[src/rtl/mips32_trace_buffer.sv]
// mips32_trace_buffer
// Captures retired instructions (PC, instruction word, ALU result) from the
// MIPS32 single-cycle core into a show-ahead FIFO. Capture can start at once
// or on a PC match, and stops after a programmable record count. The stored
// records drain out through a valid/ready stream.
module mips32_trace_buffer #(
  parameter int DEPTH  = 16,
  parameter int ADDR_W = 4,
  parameter int CNT_W  = 16
) (
  input  logic              clk,
  input  logic              reset,
  input  logic              arm,
  input  logic              trig_mode,
  input  logic [31:0]       trig_pc,
  input  logic [CNT_W-1:0]  cap_len,
  input  logic              retire,
  input  logic [31:0]       pc_in,
  input  logic [31:0]       instr_in,
  input  logic [31:0]       alu_in,
  output logic              out_valid,
  input  logic              out_ready,
  output logic [31:0]       out_pc,
  output logic [31:0]       out_instr,
  output logic [31:0]       out_alu,
  output logic [ADDR_W:0]   fill_level,
  output logic [CNT_W-1:0]  drop_count,
  output logic [1:0]        state_out
);

  typedef enum logic [1:0] {
    IDLE    = 2'd0,
    ARMED   = 2'd1,
    CAPTURE = 2'd2,
    DONE    = 2'd3
  } state_t;

  localparam logic [ADDR_W:0] FULL_CNT = DEPTH[ADDR_W:0];

  state_t             state_q, state_d;
  logic [31:0]        trig_pc_q, trig_pc_d;
  logic [CNT_W-1:0]   cap_len_q, cap_len_d;
  logic [CNT_W-1:0]   acc_q, acc_d;
  logic [CNT_W-1:0]   drop_q, drop_d;
  logic [ADDR_W-1:0]  rd_ptr_q, rd_ptr_d;
  logic [ADDR_W-1:0]  wr_ptr_q, wr_ptr_d;
  logic [ADDR_W:0]    count_q, count_d;
  logic [31:0]        out_pc_q, out_pc_d;
  logic [31:0]        out_instr_q, out_instr_d;
  logic [31:0]        out_alu_q, out_alu_d;

  logic [31:0]        mem_pc_q    [DEPTH];
  logic [31:0]        mem_instr_q [DEPTH];
  logic [31:0]        mem_alu_q   [DEPTH];

  logic full;
  logic pop;
  logic trig_hit;
  logic push_cand;
  logic push_acc;
  logic drop;

  // Push/pop qualification: a full FIFO still accepts when it pops that cycle
  always_comb begin
    full      = (count_q == FULL_CNT);
    pop       = out_valid && out_ready;
    trig_hit  = (state_q == ARMED) && retire && (pc_in == trig_pc_q);
    push_cand = ((state_q == CAPTURE) && retire) || trig_hit;
    push_acc  = push_cand && (!full || pop);
    drop      = push_cand && !push_acc;
  end

  // Capture control: arming, trigger match and record-count termination
  always_comb begin
    state_d   = state_q;
    trig_pc_d = trig_pc_q;
    cap_len_d = cap_len_q;
    acc_d     = acc_q;
    drop_d    = drop_q;
    case (state_q)
      IDLE, DONE: begin
        if (arm) begin
          state_d   = trig_mode ? ARMED : CAPTURE;
          trig_pc_d = trig_pc;
          cap_len_d = cap_len;
          acc_d     = '0;
        end
      end
      ARMED: begin
        if (trig_hit) state_d = CAPTURE;
      end
      default: begin
        state_d = state_q;
      end
    endcase
    if (push_acc) begin
      acc_d = acc_q + CNT_W'(1);
      if ((cap_len_q != '0) && (acc_d == cap_len_q)) state_d = DONE;
    end
    if (drop && (drop_q != '1)) drop_d = drop_q + CNT_W'(1);
  end

  // FIFO bookkeeping and the registered show-ahead head record
  always_comb begin
    rd_ptr_d    = pop ? rd_ptr_q + 1'b1 : rd_ptr_q;
    wr_ptr_d    = push_acc ? wr_ptr_q + 1'b1 : wr_ptr_q;
    count_d     = count_q;
    out_pc_d    = out_pc_q;
    out_instr_d = out_instr_q;
    out_alu_d   = out_alu_q;
    if (push_acc && !pop) count_d = count_q + 1'b1;
    else if (!push_acc && pop) count_d = count_q - 1'b1;
    if (count_d != '0) begin
      if (push_acc && (wr_ptr_q == rd_ptr_d)) begin
        out_pc_d    = pc_in;
        out_instr_d = instr_in;
        out_alu_d   = alu_in;
      end else begin
        out_pc_d    = mem_pc_q[rd_ptr_d];
        out_instr_d = mem_instr_q[rd_ptr_d];
        out_alu_d   = mem_alu_q[rd_ptr_d];
      end
    end
  end

  // Control and pointer registers
  always_ff @(posedge clk) begin
    if (reset) begin
      state_q     <= IDLE;
      trig_pc_q   <= '0;
      cap_len_q   <= '0;
      acc_q       <= '0;
      drop_q      <= '0;
      rd_ptr_q    <= '0;
      wr_ptr_q    <= '0;
      count_q     <= '0;
      out_pc_q    <= '0;
      out_instr_q <= '0;
      out_alu_q   <= '0;
    end else begin
      state_q     <= state_d;
      trig_pc_q   <= trig_pc_d;
      cap_len_q   <= cap_len_d;
      acc_q       <= acc_d;
      drop_q      <= drop_d;
      rd_ptr_q    <= rd_ptr_d;
      wr_ptr_q    <= wr_ptr_d;
      count_q     <= count_d;
      out_pc_q    <= out_pc_d;
      out_instr_q <= out_instr_d;
      out_alu_q   <= out_alu_d;
    end
  end

  // Record storage; contents need no reset since count gates visibility
  always_ff @(posedge clk) begin
    if (push_acc) begin
      mem_pc_q[wr_ptr_q]    <= pc_in;
      mem_instr_q[wr_ptr_q] <= instr_in;
      mem_alu_q[wr_ptr_q]   <= alu_in;
    end
  end

  assign out_valid  = (count_q != '0);
  assign out_pc     = out_pc_q;
  assign out_instr  = out_instr_q;
  assign out_alu    = out_alu_q;
  assign fill_level = count_q;
  assign drop_count = drop_q;
  assign state_out  = state_q;

endmodule

[config.mk]
export PLATFORM = sky130hd
export DESIGN_NAME = mips32_trace_buffer
export DESIGN_NICKNAME = d
export VERILOG_FILES = /design/src/rtl/mips32_trace_buffer.sv
export SDC_FILE = /design/constraint.sdc
export NUM_CORES = 2
export LEC_CHECK = 0
export ABC_AREA = 1
export BUFFER_PORTS_ARGS = -buffer_cell sky130_fd_sc_hd__buf_2
export CAP_MARGIN = 20
export CORE_MARGIN = 3
export CORE_UTILIZATION = 26
export CTS_CLUSTER_DIAMETER = 120
export CTS_CLUSTER_SIZE = 12
export DETAILED_ROUTE_END_ITERATION = 8
export PLACE_DENSITY = 0.46
export SETUP_SLACK_MARGIN = 0.02
export SLEW_MARGIN = 20
export SYNTH_ARGS = -nofsm -noshare
export SYNTH_HDL_FRONTEND = slang
export SYNTH_SLANG_ARGS = --single-unit
[constraint.sdc]
create_clock -name clk -period 7.9 [get_ports clk]
set_input_delay 0 -clock clk [delete_from_list [all_inputs] [get_ports clk]]
set_output_delay 0 -clock clk [all_outputs]
set_load 0.1 [all_outputs]
; ---- After elaboration in Yosys (flattened, before gate mapping)
; Memory sizes are Yosys's and may differ from the RTL's. A register that Yosys moved wholly into a read port is not among the register bits.
; Cells that the tools add are included.
[classes]
addsub = 6
n_eq_ne = 7
muxes = 14
reduce_logical = 24
[ops]
columns = operator, n
row1 = 16-bit two-way mux, 3
row2 = 16-bit by 1-bit adder with 16-bit output (second input constant), 2
row3 = 32-bit equality test, 1
row4 = 16-bit equality test, 1
row5 = 16-bit != test (second input constant), 1
row6 = 16-bit nonzero test, 1
row7 = 1-bit logical AND, 10
row8 = 2-bit two-way mux, 5
row9 = 5-bit two-way mux, 2
row10 = 5-bit nonzero test, 2
row11 = 4-bit by 1-bit adder with 4-bit output (second input constant), 2
row12 = 5-bit by 1-bit adder with 5-bit output (second input constant), 1
row13 = 5-bit equality test (second input constant), 1
row14 = 5-bit by 1-bit subtractor with 5-bit output (second input constant), 1
row15 = 2-bit equality test (second input constant), 2
row16 = 4-bit two-way mux, 1
row17 = 2-bit one-hot mux with 2 select lines, 1
row18 = 2-bit AND reduction, 2
row19 = 2-bit nonzero test, 2
row20 = 1-bit zero test, 3
row21 = 2-bit by 1-bit equality test with 1-bit output (second input constant), 1
row22 = 2-bit zero test, 1
row23 = 1-bit logical OR, 2
row24 = 1-bit two-way mux, 2
row25 = 2-bit OR reduction, 1
[word_totals]
reg_bits = 95
mem_bits_rw = 1536
input_bits = 150
out_inout_bits = 120
elab_cells = 62
mem_count = 3
[mem_list]
columns = name, depth, word_bits, rd, rd_ports_with_merged_regs, write_ports, line
row1 = mem_alu_q, 16, 32, 1, 1, 1, 54  ; logic [31:0] mem_alu_q [DEPTH];
row2 = mem_instr_q, 16, 32, 1, 1, 1, 53  ; logic [31:0] mem_instr_q [DEPTH];
row3 = mem_pc_q, 16, 32, 1, 1, 1, 52  ; logic [31:0] mem_pc_q [DEPTH];

; ---- Longest topological paths before layout
[depth]
word_depth = 10
ltp_mapped = 22
ltp_nobuf = 20

; ---- Worst setup path before layout
; OpenSTA, ideal clock, no wires.
[synth_timing]
path_type = register to register
from = register count_q[0] (netlist: fill_level[0])
to = memory mem_alu_q[11][0], enable pin
setup_time_ps = 552
arrival_time_ps = 6841
required_ps = 7348
setup_slack_ps = 507
path_stages_with_launch = 13
path_buffers = 1
synth_period_minus_slack_ps = 7393
path_cell_list = dfxtp_1 inv_1 ha_1 inv_1 nor2_4 nand2_4 nand2_4 nand3_1 nand2_1 inv_1 clkbuf_1 nand2_1 nor2_1
[synth_between]
elab_chain_len = 6
word_cells_on_any_way = 8
classes_between = 1 x eq/ne / 2 x mux / 5 x reduce/logical
[synth_rtl]
columns = item, line
row1 = start: declaration, 47  ; logic [ADDR_W:0] count_q, count_d;
row2 = start signal: assignment, 148  ; count_q <= count_d;
row3 = 5-bit nonzero test, 164  ; assign out_valid = (count_q != '0);
row4 = net out_valid, 21  ; output logic out_valid,
row5 = 1-bit logical AND, 66  ; pop = out_valid && out_ready;
row6 = 1-bit logical OR, 69  ; push_acc = push_cand && (!full || pop);
row7 = 1-bit logical AND, 69
row8 = 1-bit two-way mux, 157  ; if (push_acc) begin
row9 = 1-bit two-way mux (not written as such), 160  ; mem_alu_q[wr_ptr_q] <= alu_in;
row10 = end: declaration, 54
; The timed path passes the listed nets, and every way through them passes these cells.

; ---- Worst setup path after layout
[layout_timing]
from = register state_q[0] (netlist: state_out[0])
to = memory mem_pc_q[0][6], enable pin
[layout_between]
elab_chain_len = 7
word_cells_on_any_way = 9
classes_between = 2 x eq/ne / 2 x mux / 5 x reduce/logical
[layout_rtl]
columns = item, line
row1 = start: declaration, 40  ; state_t state_q, state_d;
row2 = start signal: assignment, 141  ; state_q <= state_d;
row3 = 2-bit by 1-bit equality test with 1-bit output, 67  ; trig_hit = (state_q == ARMED) && retire && (pc_in == trig_pc_q);
row4 = 1-bit logical AND (2 in a row), 67
row5 = 1-bit logical OR (*), 68  ; push_cand = ((state_q == CAPTURE) && retire) || trig_hit;
row6 = 1-bit logical AND (*), 69
row7 = 1-bit two-way mux (*), 157
row8 = 1-bit two-way mux (not written as such) (*), 158  ; mem_pc_q[wr_ptr_q] <= pc_in;
row9 = end: declaration, 52
; Every way passes the cells marked *; elsewhere a longest branch is shown, timed or not.

==> reports/qor.yml <==
clockBufferDepth: 3
die_h_um: 529.1
worstMarginPinSlew_ns: 1.115
grt_overflow_total: 0
pre_cts_slack_ns: 2.257
reg2reg_to: "mem_pc_q[0][6]$_DFFE_PP_"
track_usage_pct: 15.43
p_leak_uw: 0.02898
post_cts_resized: 0
crit_path_start_kind: "register"
area_growth_pct: 16.78
root_buffer: "clkbuf_16"
drv_slew: 0
async_flop_share_pct: 0
worst_setup_path_end_kind: "register"
cts.sinks: 1727
holdPathStages: 2
hold_path_startpoint: "alu_in[25]"
p_per_area_nw_per_um2: 368.5
netlist.area_leader.share_pct: 64.84
path_clk_slew_ns: 0.07
grt_pass1_wl_um: 321700
crit_type: "register to register"
grt_antenna_before_repair: 26
syn_area_per_cell_um2: 11.35
combPwrFrac_pct: 41.2
power.share.clock_pct: 24.4
final_nets: 6745
cts_buffers: 163
drc_errors: 0
hold_violations: 0
io_pins: 270
ys.flop_type: "edfxtp_1"
io_buffers: 269
worstPathMaxFanout: 25
use_met2_pct: 25.25
syn_inst: 6269
power_switching_uw: 13250
fmax_mhz: 181.6
synth_area_leaders: "edfxtp_1 65%, o21ai_0 5.9%, dfxtp_1 5.4%, nor2_1 4.2%, nand2_1 3.4%"
hold_path_class: "input port to register"
worst_r2r_path_depth: 14
coreArea_um2: 271500
dr.pass1.iters: 5
grt_util_met3_pct: 2.753
gr-max-usage-layer: "met2"
period_minus_slack_ns: 5.506
chipWidth_um: 529.1
tns_ns: 0
worst_slack_ns: 2.394
worstHoldEndpoint: "mem_alu_q[3][25]$_DFFE_PP_"
crit_arrival_ns: 5.95
wl_per_cell_um: 21.48
synth_area_leader_cell: "edfxtp_1"
timing.rr.start: "state_out[0]$_SDFF_PP0_"
grt_max_degree: 248
drive_gt1_share_pct: 8.589
grt_pass1_vias: 46304
synth_warnings: 0
ys_seq_area_share_pct: 70.21
cts_tree: "built"
p_sw_share_pct: 43.29
fin_crit_sh_pct: 69.69
rsz0062_at_grt: "false"
syn-cell-area_um2: 71140
outcome: "completed"
post-dp-hpwl_um: 106800
met1_usage_pct: 21.24
viasPerCell: 4.640
ant_nets: 0
clock_skew_ns: 0.03285
ir_drop_mv: 0.7351
die_area_um2: 279900
drt_iter0_drc: 3974
fillerInstances: 27628
finalSetupViolCount: 0
htreeDepth: 4
start_util_pct: 26.20
gp_congestion: 0.7382
rows: 191
yosys_register_bits: 1727
clk_latency_ns: 0.83
synth_fp_nets: 6432
p_int_uw: 17360
maxCapViolations: 0
r2r_slack_ns: 2.39
yosys.cell_types.count: 46
relSlewSlack_pct: 25.68
pwr-share-seq_pct: 34.5
synth_edf_count: 1536
vias: 47779
drt-total-wl_um: 221200
worstPathRequired_ns: 8.34
logic make-up after synthesis:
family / after synthesis / synth area share [%]
buf+inv: 995 / 5.778
compound gates: 1582 / 12.20
xor+xnor: 37 / 0.4661
simple gates: 1915 / 11.11
fa+ha+maj: 13 / 0.2287
flops: 1727 / 70.21
metrics by stage:
step | instances | total power, µW | utilization, % | hold slack, ns | area [µm²]
after floorplan | 6269 | 19760 | - | 0.09887 | 71140
after global placement | 9773 | 23420 | 28.03 | 0.2504 | 76090
after detailed placement | 9773 | 23430 | 28.03 | 0.2558 | 76090
after CTS | 10288 | 31080 | 30.59 | 0.05414 | 83040
after global routing | 10289 | 32680 | 30.59 | 0.09098 | 83050
final | 10297 | 30610 | 30.60 | 0.1246 | 83070
Yosys cell counts, types with 5 or more instances:
library cell and n:
nand2_2 11, buf_2 84, nor4_1 10, nand2_1 641, a21oi_1 443, buf_6 24, o21ai_0 839, edfxtp_1 1536
xnor2_1 12, nand3_1 417, buf_4 14, ha_1 13, o211ai_1 289, nor2_1 787, nor3_1 14, clkbuf_1 247
inv_1 584, xor2_1 24, dfxtp_1 191, buf_1 25, nand4_1 16, or2_2 5, inv_2 7
layer usage:
layer  vias to the layer above  routed length [µm]
met2                      1187              103400
met1                     23668              101700
met3                       263               11740
met5                         -                  68
li1                      22651                   -
met4                        10                4250
flip-flops by register name, indices dropped and copies added (netlist names), 4 cells and up:
name	cells
acc_q	16
mem_alu_q	512
out_pc	32
trig_pc_q	32
cap_len_q	16
out_instr	32
mem_instr_q	512
mem_pc_q	512
out_alu	32
wr_ptr_q	4
fill_level	5
drop_count	16
rd_ptr_q	4
worst max-delay path by stage:
stage	from	to	slack, ns	cells after the start
after floorplan	fill_level[0]$_SDFF_PP0_	mem_alu_q[11][0]$_DFFE_PP_	0.51	12
after global placement	pc_in[3]	mem_pc_q[0][5]$_DFFE_PP_	2.25	14
after detailed placement	pc_in[3]	mem_pc_q[0][5]$_DFFE_PP_	2.26	14
after CTS	state_out[0]$_SDFF_PP0_	mem_pc_q[0][7]$_DFFE_PP_	2.22	14
after global routing	state_out[0]$_SDFF_PP0_	mem_pc_q[0][7]$_DFFE_PP_	2.00	14
final	state_out[0]$_SDFF_PP0_	mem_pc_q[0][6]$_DFFE_PP_	2.39	14
critical path: stages, from the launching register on:
cell	delay, ns
dfxtp_1	0.46
ha_1	0.22
inv_1	0.06
nor2_1	0.10
nand2_1	0.06
nor2_1	0.32
nand2_1	0.25
nor2_1	0.17
nand3_2	0.34
nand2_1	0.22
nand2_1	0.15
inv_1	0.70
nand2_1	0.46
nor2_4	0.94
buf_4	0.60
power by group through the flow:
stage                     clock network, µW  logic (µW)  registers, µW
after floorplan                           0        7630          12100
after global placement                    0       12700          10800
after detailed placement                  0       12700          10800
after CTS                              7690       12800          10600
after global routing                   8020       14100          10600
final                                  7460       12600          10600
cell usage in the layout (no fill, tap or decap), drive strengths merged, types with 2 or more instances in the layout:
master	synthesis	final
dfxtp	191	191
nor4	10	10
nand3	419	419
a21oi	444	444
buf	148	335
clkbuf	250	282
nor3b	2	2
edfxtp	1536	1536
o211ai	289	289
nor2	791	791
diode	0	9
ha	13	13
nand2	655	655
inv	592	606
nand4	16	16
o22ai	2	2
nor3	15	15
clkinv	2	5
or2	5	5
o21ai	842	842
dlygate4sd3	0	214
xnor2	12	12
xor2	25	25
layout make-up:
| cell class | count | area [µm²] | area share (%) |
|---|---|---|---|
| diodes | 9 | 22.52 | 0.02711 |
| clock buffers | 282 | 4526 | 5.448 |
| clock inverters | 19 | 284.0 | 0.3419 |
| inverters | 594 | 2267 | 2.729 |
| multi-input cells | 3547 | 17250 | 20.77 |
| flip-flops and latches | 1727 | 49950 | 60.13 |
| well taps | 3570 | 4467 | 5.377 |
| repair buffers | 549 | 4304 | 5.181 |
repair_timing:
item,4_1_cts,5_1_grt
setup buffers,0,0
endpoints found under the hold margin,1715,0
hold buffers,214,0
(Power assumes the default switching activity.)
